File: src/rtl/bus_master_seq.sv
`default_nettype none
// ============================================================================
// Module   : bus_master_seq
// Purpose  : Command FIFO feeding a single-outstanding bus master with
//            address/data phases, per-phase timeout and a held response.
// Revision : 1.0 - initial release
// ============================================================================
module bus_master_seq #(
  parameter int ADDR_W  = 16,
  parameter int DATA_W  = 32,
  parameter int DEPTH   = 4,
  parameter int TIMEOUT = 255
) (
  input  logic                   clk,
  input  logic                   reset,
  input  logic                   cmd_valid,
  output logic                   cmd_ready,
  input  logic                   cmd_write,
  input  logic [ADDR_W-1:0]      cmd_addr,
  input  logic [DATA_W-1:0]      cmd_wdata,
  output logic [$clog2(DEPTH):0] cmd_level,
  output logic                   bus_valid,
  output logic                   bus_write,
  output logic                   bus_read,
  output logic [ADDR_W-1:0]      bus_addr,
  output logic [DATA_W-1:0]      bus_write_data,
  input  logic                   bus_ready,
  input  logic [DATA_W-1:0]      bus_read_data,
  output logic                   rsp_valid,
  input  logic                   rsp_ready,
  output logic [DATA_W-1:0]      rsp_rdata,
  output logic                   rsp_write,
  output logic                   rsp_err
);

  localparam int c_PTR_W = $clog2(DEPTH);
  localparam int c_CNT_W = (TIMEOUT > 0) ? $clog2(TIMEOUT + 1) : 1;
  localparam int c_ENT_W = 1 + ADDR_W + DATA_W;
  localparam logic [c_PTR_W-1:0] c_PTR_ONE = c_PTR_W'(1);
  localparam logic [c_PTR_W:0]   c_LVL_ONE = (c_PTR_W + 1)'(1);
  localparam logic [c_PTR_W:0]   c_DEPTH   = (c_PTR_W + 1)'(DEPTH);
  localparam logic [c_CNT_W-1:0] c_CNT_ONE = c_CNT_W'(1);
  localparam logic [c_CNT_W-1:0] c_TIMEOUT = c_CNT_W'(TIMEOUT);

  typedef enum logic [1:0] {
    IDLE = 2'd0,
    ADDR = 2'd1,
    DATA = 2'd2,
    RESP = 2'd3
  } state_t;

  state_t              r_state;
  state_t              w_state_nxt;
  logic [c_ENT_W-1:0]  r_mem [DEPTH];
  logic [c_PTR_W-1:0]  r_wr_ptr;
  logic [c_PTR_W-1:0]  r_rd_ptr;
  logic [c_PTR_W:0]    r_count;
  logic [c_CNT_W-1:0]  r_cnt;
  logic                r_act_write;
  logic [ADDR_W-1:0]   r_act_addr;
  logic [DATA_W-1:0]   r_act_wdata;
  logic [DATA_W-1:0]   r_rsp_rdata;
  logic                r_rsp_err;
  logic                w_push;
  logic                w_pop;
  logic                w_in_phase;
  logic                w_timeout;

  assign cmd_ready  = (r_count != c_DEPTH);
  assign cmd_level  = r_count;
  assign w_push     = cmd_valid && cmd_ready;
  assign w_pop      = (r_state == IDLE) && (r_count != '0);
  assign w_in_phase = (r_state == ADDR) || (r_state == DATA);
  // A completing slave in the same cycle takes priority over the timeout.
  assign w_timeout  = (TIMEOUT > 0) && w_in_phase && !bus_ready && (r_cnt == c_TIMEOUT);

  assign rsp_valid = (r_state == RESP);
  assign rsp_rdata = r_rsp_rdata;
  assign rsp_write = r_act_write;
  assign rsp_err   = r_rsp_err;

  always_ff @(posedge clk) begin
    if (w_push) begin
      r_mem[r_wr_ptr] <= {cmd_write, cmd_addr, cmd_wdata};
    end
  end

  always_comb begin
    w_state_nxt    = r_state;
    bus_valid      = 1'b0;
    bus_write      = 1'b0;
    bus_read       = 1'b0;
    bus_addr       = '0;
    bus_write_data = '0;
    case (r_state)
      IDLE: begin
        if (w_pop) w_state_nxt = ADDR;
      end
      ADDR, DATA: begin
        bus_valid = 1'b1;
        bus_write = r_act_write;
        bus_read  = !r_act_write;
        bus_addr  = r_act_addr;
        if (r_state == DATA && r_act_write) bus_write_data = r_act_wdata;
        if (bus_ready)      w_state_nxt = (r_state == ADDR) ? DATA : RESP;
        else if (w_timeout) w_state_nxt = RESP;
      end
      RESP: begin
        if (rsp_ready) w_state_nxt = IDLE;
      end
      default: w_state_nxt = IDLE;
    endcase
  end

  always_ff @(posedge clk or negedge reset) begin
    if (!reset) begin
      r_state     <= IDLE;
      r_wr_ptr    <= '0;
      r_rd_ptr    <= '0;
      r_count     <= '0;
      r_cnt       <= '0;
      r_act_write <= 1'b0;
      r_act_addr  <= '0;
      r_act_wdata <= '0;
      r_rsp_rdata <= '0;
      r_rsp_err   <= 1'b0;
    end else begin
      r_state <= w_state_nxt;
      if (w_push) r_wr_ptr <= r_wr_ptr + c_PTR_ONE;
      if (w_pop) begin
        r_rd_ptr <= r_rd_ptr + c_PTR_ONE;
        {r_act_write, r_act_addr, r_act_wdata} <= r_mem[r_rd_ptr];
      end
      case ({w_push, w_pop})
        2'b10:   r_count <= r_count + c_LVL_ONE;
        2'b01:   r_count <= r_count - c_LVL_ONE;
        default: r_count <= r_count;
      endcase
      // Any state change restarts the phase counter, covering ADDR and DATA entry.
      if (w_state_nxt != r_state)          r_cnt <= '0;
      else if (w_in_phase && !bus_ready)   r_cnt <= r_cnt + c_CNT_ONE;
      if (w_state_nxt == RESP && r_state != RESP) begin
        r_rsp_err   <= w_timeout;
        r_rsp_rdata <= (w_timeout || r_act_write) ? '0 : bus_read_data;
      end
    end
  end

endmodule
`default_nettype wire
File: config.mk
export PLATFORM = sky130hd
export DESIGN_NAME = bus_master_seq
export DESIGN_NICKNAME = d
export VERILOG_FILES = /design/src/rtl/bus_master_seq.sv
export SDC_FILE = /design/constraint.sdc
export NUM_CORES = 1
export LEC_CHECK = 0
export ABC_AREA = 0
export CORE_MARGIN = 2
export CORE_UTILIZATION = 65
export CTS_BUF_LIST = sky130_fd_sc_hd__clkbuf_4
export DETAILED_ROUTE_END_ITERATION = 12
export DONT_BUFFER_PORTS = 1
export PLACE_DENSITY_LB_ADDON = 0.1
export RECOVER_POWER = 50
export REMOVE_ABC_BUFFERS = 1
export SKIP_LAST_GASP = 1
export SYNTH_ARGS = -nofsm -noshare
export SYNTH_HDL_FRONTEND = slang
export SYNTH_SLANG_ARGS = --single-unit
File: constraint.sdc
create_clock -name clk -period 3.07 [get_ports clk]
set_clock_uncertainty 0.15 [all_clocks]
set_input_delay 0.614 -clock clk [delete_from_list [all_inputs] [get_ports clk]]
set_output_delay 0.614 -clock clk [all_outputs]
set_load 0.005 [all_outputs]
==> results of run 1 <==
-- cell type report --
type                            instances  area (µm²)  area share
Sequential cell                       295        8370       0.607
Multi-Input combinational cell        390        3040       0.220
Timing Repair Buffer                   98        1010      0.0730
Clock buffer                          116         871      0.0631
Tap cell                              229         287      0.0208
Inverter                               42         158      0.0114
Clock inverter                         16        60.1     0.00435
-- per-layer routing --
layer / part of all wire / GRT usage / up-vias
li1: - / - / 3023
met5: 0 / 0 / -
met4: 0.020 / 0.0977 / 0
met2: 0.52 / 0.434 / 264
met3: 0.085 / 0.0783 / 38
met1: 0.38 / 0.299 / 3312
-- power by group --
part           switching [W]  leakage [nW]  internal [W]
registers           0.000668          3.02       0.00544
clock network        0.00147         0.567       0.00171
logic                0.00213          2.12       0.00172
total                0.00428          5.72       0.00887
-- layout by cell type, fill, tap and decap left out, drive strengths merged, types with 15 or more instances in the layout --
master | synthesis | layout
and2 | 50 | 50
buf | 8 | 15
clkbuf | 26 | 117
dfrtp | 99 | 99
dlygate4sd3 | 0 | 82
edfxtp | 196 | 196
inv | 41 | 45
mux2i | 34 | 34
mux4 | 49 | 49
nand2 | 187 | 187
-- stage by stage --
step	total power, W	cells
floorplan	0.00878	727
global placement	0.00969	971
detailed placement	0.00990	971
CTS	0.0133	1186
global route	0.0140	1186
finish	0.0131	1186
-- timing repair --
action | in CTS | in global routing
endpoints found under the setup margin | 31 | 32
gates resized for setup | 2 | 3
pin swaps | 0 | 0
endpoints found under the hold margin | 327 | 0
hold buffers | 83 | 0
-- kinds of logic after synthesis --
logic type               Yosys count
flip-flops                       295
AND/OR/NAND/NOR                  269
multiplexers                      84
buffers and inverters             76
AO/OA/AOI/OAI                     13
XOR/XNOR                          13
adder cells (fa/ha/maj)           11
-- worst min path at each step --
stage	from	end	cells past startpoint
final	bus_ready	r_cnt[0]	3
after global routing	bus_ready	r_cnt[0]	3
after CTS	bus_ready	r_cnt[0]	3
after detailed placement	reset	rsp_rdata[27]	0
after global placement	reset	r_state[0]	0
after floorplan	reset	cmd_level[0]	0
-- critical path, cell delays in order, from the launching register on --
cell and delay (ns):
dfrtp_2 0.42, inv_1 0.12, ha_4 0.33, and3_1 0.21
buf_4 0.21, and2_1 0.21
-- registers in the layout (all words and copies together), names as in the netlist --
| signal | flops |
|---|---|
| cmd_level | 3 |
| r_cnt | 8 |
| r_rd_ptr | 2 |
| r_wr_ptr | 2 |
| r_act_addr | 16 |
| rsp_write | 1 |
| r_state | 2 |
| rsp_rdata | 32 |
| r_mem | 196 |
| rsp_err | 1 |
| r_act_wdata | 32 |
==> metrics, run 1 <==
outcome=finished clean; post-synthesis sequential area ratio=0.715; Core Area=17,800 µm²; R2R cell count=6; P per Cell Area=953 nW/µm²; Synth Area in Simple Gates=0.103; Hold Path Class=in2reg; PnR worst setup slack=0.176 ns; Async SR Flop Fraction=0.336; Lkg Pwr=5.72 nW; post-DP HPWL=13,000 µm; Clock Pin Slew Worst Setup and Hold Paths=0.06 ns; Critical Path Start Type=flip-flop; DR WL/cell=19.4 µm; drt first pass iters=4; Filler Cell Count=1,057; WHS=0.144 ns; die area=19,100 µm²; RSZ-0062 raised after global routing=false; Critical Path Start=r_state[1]; Tcrit/Tclk final=0.943; Setup TNS=0 ns; crit path DAT=2.13 ns; fin util=0.776; initial antenna violation count=0; antenna viol nets, final=0; leading post-synthesis cells by instance count=edfxtp_1, nand2_1, dfrtp_1, and2_1, mux4_2; # Post-CTS Setup Buffers=0; largest net degree at the start of global routing=100; Tot GR Track Use=0.251; Rows=49; post-synthesis mux area share=0.124; # H-tree levels=3; Synth Area in XOR/XNOR=0.00974; Vias/cell=5.60; Peak Freq=0.346 GHz; Synth Area per Inst=15.4 µm²; post-synthesis cell count=761; largest family of logic cells by synthesized area=multiplexers; Most used DFF post-synth=edfxtp_1; Remaining DRCs=0; final WL=23,100 µm; R2R Setup Slk=0.48 ns; PortBufs=0; share of layout cells above drive strength 1=0.206; Fin. Hold Viols=0; top post-synthesis cells by area=edfxtp_1, dfrtp_1, mux4_2; r2r endpoint=r_cnt[3]; top-area cell type share of the netlist area=0.503; clk buf depth=3; Area Overhead vs Synth=17.9%; clk sinks=295; nets=997; post-route cell area=13,800 µm²; Slew @ Worst Pin=1.42 ns; Yosys cell types=39; Worst Path Required=2.31 ns; grt ovf=0; maximum vdd drop=0.000989 V; Worst-Skew Late Latency=0.67 ns; clk root buf=clkbuf_4; Iter 0 DRT Violations=291; reg-to-reg critical path startpoint=r_state[1]; global-route wire length before repair=37,400 µm; most instantiated library cell after synthesis=edfxtp_1; die extent in y=138 µm; # Max-Cap Violations=0; type of the worst setup path=reg2out; Starting Density=0.658; post-place setup slack=0.317 ns; CTS Buf Count=73; vias in the first global route=7,225; Worst slew margin=0.0556; placed inst area=12,000 µm²; # diodes=0; # IOs=176; Worst setup EP type=output pin; cell taking the most area after synthesis=edfxtp_1; Synth Area in Compound Gates=0.00856; Yosys reg bits=295; min cycle time layout=2.89 ns; gpl congestion=0.812; post-synthesis adder-cell area fraction=0.0124; synth warn=0; Setup violations, final=0; cell area after synthesis=11,700 µm²; Slew Limit Fails=0; via count=6,637; Post-synth EDFFs=196; Critical Path Fanout Max=10; chip width=138 µm; Setup crit end=bus_write_data[1]; CTS tree=yes
(Power assumes the default switching activity.)
==> run 2: changes to the inputs <==
--- a/config.mk
+++ b/config.mk
@@ -6,8 +6,10 @@
 export NUM_CORES = 1
 export LEC_CHECK = 0
 export ABC_AREA = 0
+export CELL_PAD_IN_SITES_DETAIL_PLACEMENT = 2
+export CELL_PAD_IN_SITES_GLOBAL_PLACEMENT = 2
 export CORE_MARGIN = 2
-export CORE_UTILIZATION = 65
+export CORE_UTILIZATION = 47
 export CTS_BUF_LIST = sky130_fd_sc_hd__clkbuf_4
 export DETAILED_ROUTE_END_ITERATION = 12
 export DONT_BUFFER_PORTS = 1
==> metrics, run 2 (synthesized netlist as in run 1, its figures left out) <==
vias in the first global route=8,173; DR WL/cell=24.4 µm; outcome=complete, but fails checks; Tot Pwr=0.0142 W; Worst setup EP type=output pin; footprint of the multi-input gates=3050 µm²; switching part of the total=0.349; Critical Path Fanout Max=16; PnR worst setup slack=0.164 ns; antenna viol nets, final=0; Setup violations, final=0; die extent in y=162 µm; Filler Cell Count=2,161; CTS Buf Count=78; Slew @ Worst Pin=1.57 ns; Worst slew margin=-0.0485; most frequent cells in the layout=edfxtp_1, nand2_1, clkbuf_4; grt ovf=0; Remaining DRCs=0; Worst Path Required=2.31 ns; Tcrit/Tclk final=0.947; Iter 0 DRT Violations=322; Hold Crit Start=bus_ready; nets=1,007; Rows=57; # H-tree levels=3; Tot GR Track Use=0.248; maximum vdd drop=0.000567 V; reg-to-reg critical path startpoint=cmd_level[0]; largest net degree at the start of global routing=100; Fin. Hold Viols=0; Lkg Pwr=5.80 nW; Flop pwr share=0.437; clk sinks=295; final WL=31,800 µm; type of the worst setup path=reg2out; Hold Path Class=in2reg; sw power=0.00494 W; initial antenna violation count=4; Starting Density=0.479; internal power=0.00924 W; P per Cell Area=1010 nW/µm²; global-route wire length before repair=48,700 µm; failing checks=capacitance limit, slew limit; clk root buf=clkbuf_4; # Max-Cap Violations=2; Slew Limit Fails=150; register bank with the most flops=r_mem; Worst-Skew Late Latency=0.69 ns; via count=6,896; Peak Freq=0.344 GHz; post-place setup slack=0.133 ns; commonest non-fill, non-tap cell in the layout=edfxtp_1; share of layout cells above drive strength 1=0.219; clk buf depth=3; Critical Path Start=r_state[1]; chip width=162 µm; Clk pwr share=0.264; drt first pass iters=6; Core Area=24,400 µm²; Largest register FFs=196; Clock Pin Slew Worst Setup and Hold Paths=0.05 ns; die area=26,200 µm²; RSZ-0062 raised after global routing=false; Vias/cell=5.30; # IOs=176; combinational share of power=0.299; gpl congestion=0.768; PortBufs=0; post-DP HPWL=17,000 µm; crit path DAT=2.14 ns; Critical Path Start Type=flip-flop; min cycle time layout=2.91 ns; Area Overhead vs Synth=20.6%; Reg area=8370 µm²; CTS tree=yes
run 2: cell count changes in the layout (fill, tap and decap cells not counted), sizes merged:
cell and delta:
buf +2, bufinv +3, clkinv +8, inv -3
clkbuf +5, clkinvlp +2, diode +4
run 2: stage by stage:
| step | instance area [µm²] | std cells | setup TNS (ns) | util | hold slack (ns) |
|---|---|---|---|---|---|
| 2_1_floorplan | 11500 | 727 | -19.13 | - | 0.168 |
| 3_3_place_gp | 12100 | 1068 | 0 | 0.498 | 0.173 |
| 3_5_place_dp | 12100 | 1068 | 0 | 0.498 | 0.173 |
| 4_1_cts | 14100 | 1296 | 0 | 0.579 | 0.00661 |
| 5_1_grt | 14100 | 1301 | 0 | 0.578 | 0.0744 |
| 6_report | 14100 | 1302 | 0 | 0.578 | 0.0715 |
run 2: final timing paths:
check,end,slack (ns),depth (start not counted)
worst min register to register,r_act_wdata[2],0.32,2
worst min-delay path,r_cnt[0],0.07,3
min in group asynchronous,rsp_err,0.67,2
max in group asynchronous,r_rd_ptr[0],0.92,2
worst max register to register,r_mem[3][21],0.31,4
worst max-delay path,bus_write_data[28],0.16,5
run 2: repair_timing:
action	in CTS	in global routing
buffers inserted	1	1
setup endpoints to repair	32	13
gates cloned	0	1
hold buffers	83	0
endpoints found under the hold margin	327	0
gates resized for setup	5	3
run 2: layout make-up:
cell class	instances	area share
repair buffers	103	0.0735
diodes	4	0.000709
flip-flops and latches	295	0.593
multi-input cells	390	0.216
inverters	42	0.0112
clock buffers	118	0.0628
well taps	324	0.0287
clock inverters	26	0.0140
run 2: power groups by stage:
stage	clock [W]	sequential (W)	combinational, W
finish	0.00374	0.00620	0.00424
global route	0.00407	0.00633	0.00469
CTS	0.00380	0.00618	0.00423
detailed placement	0	0.00626	0.00400
global placement	0	0.00614	0.00371
floorplan	0	0.00609	0.00269
run 2: critical path, cell delays in order (launching register included):
cell and delay [ns]:
dfrtp_2 0.40, inv_1 0.11, ha_4 0.31, and3_4 0.26
clkbuf_16 0.19, and2_1 0.19
run 2: layer usage:
metal	track usage	vias up	routed length (µm)	part of all wire
li1	-	3026	-	-
met1	0.281	3588	12000	0.38
met2	0.456	223	17000	0.53
met3	0.0644	59	2080	0.065
met4	0.0853	0	705	0.022
met5	0	-	0	0
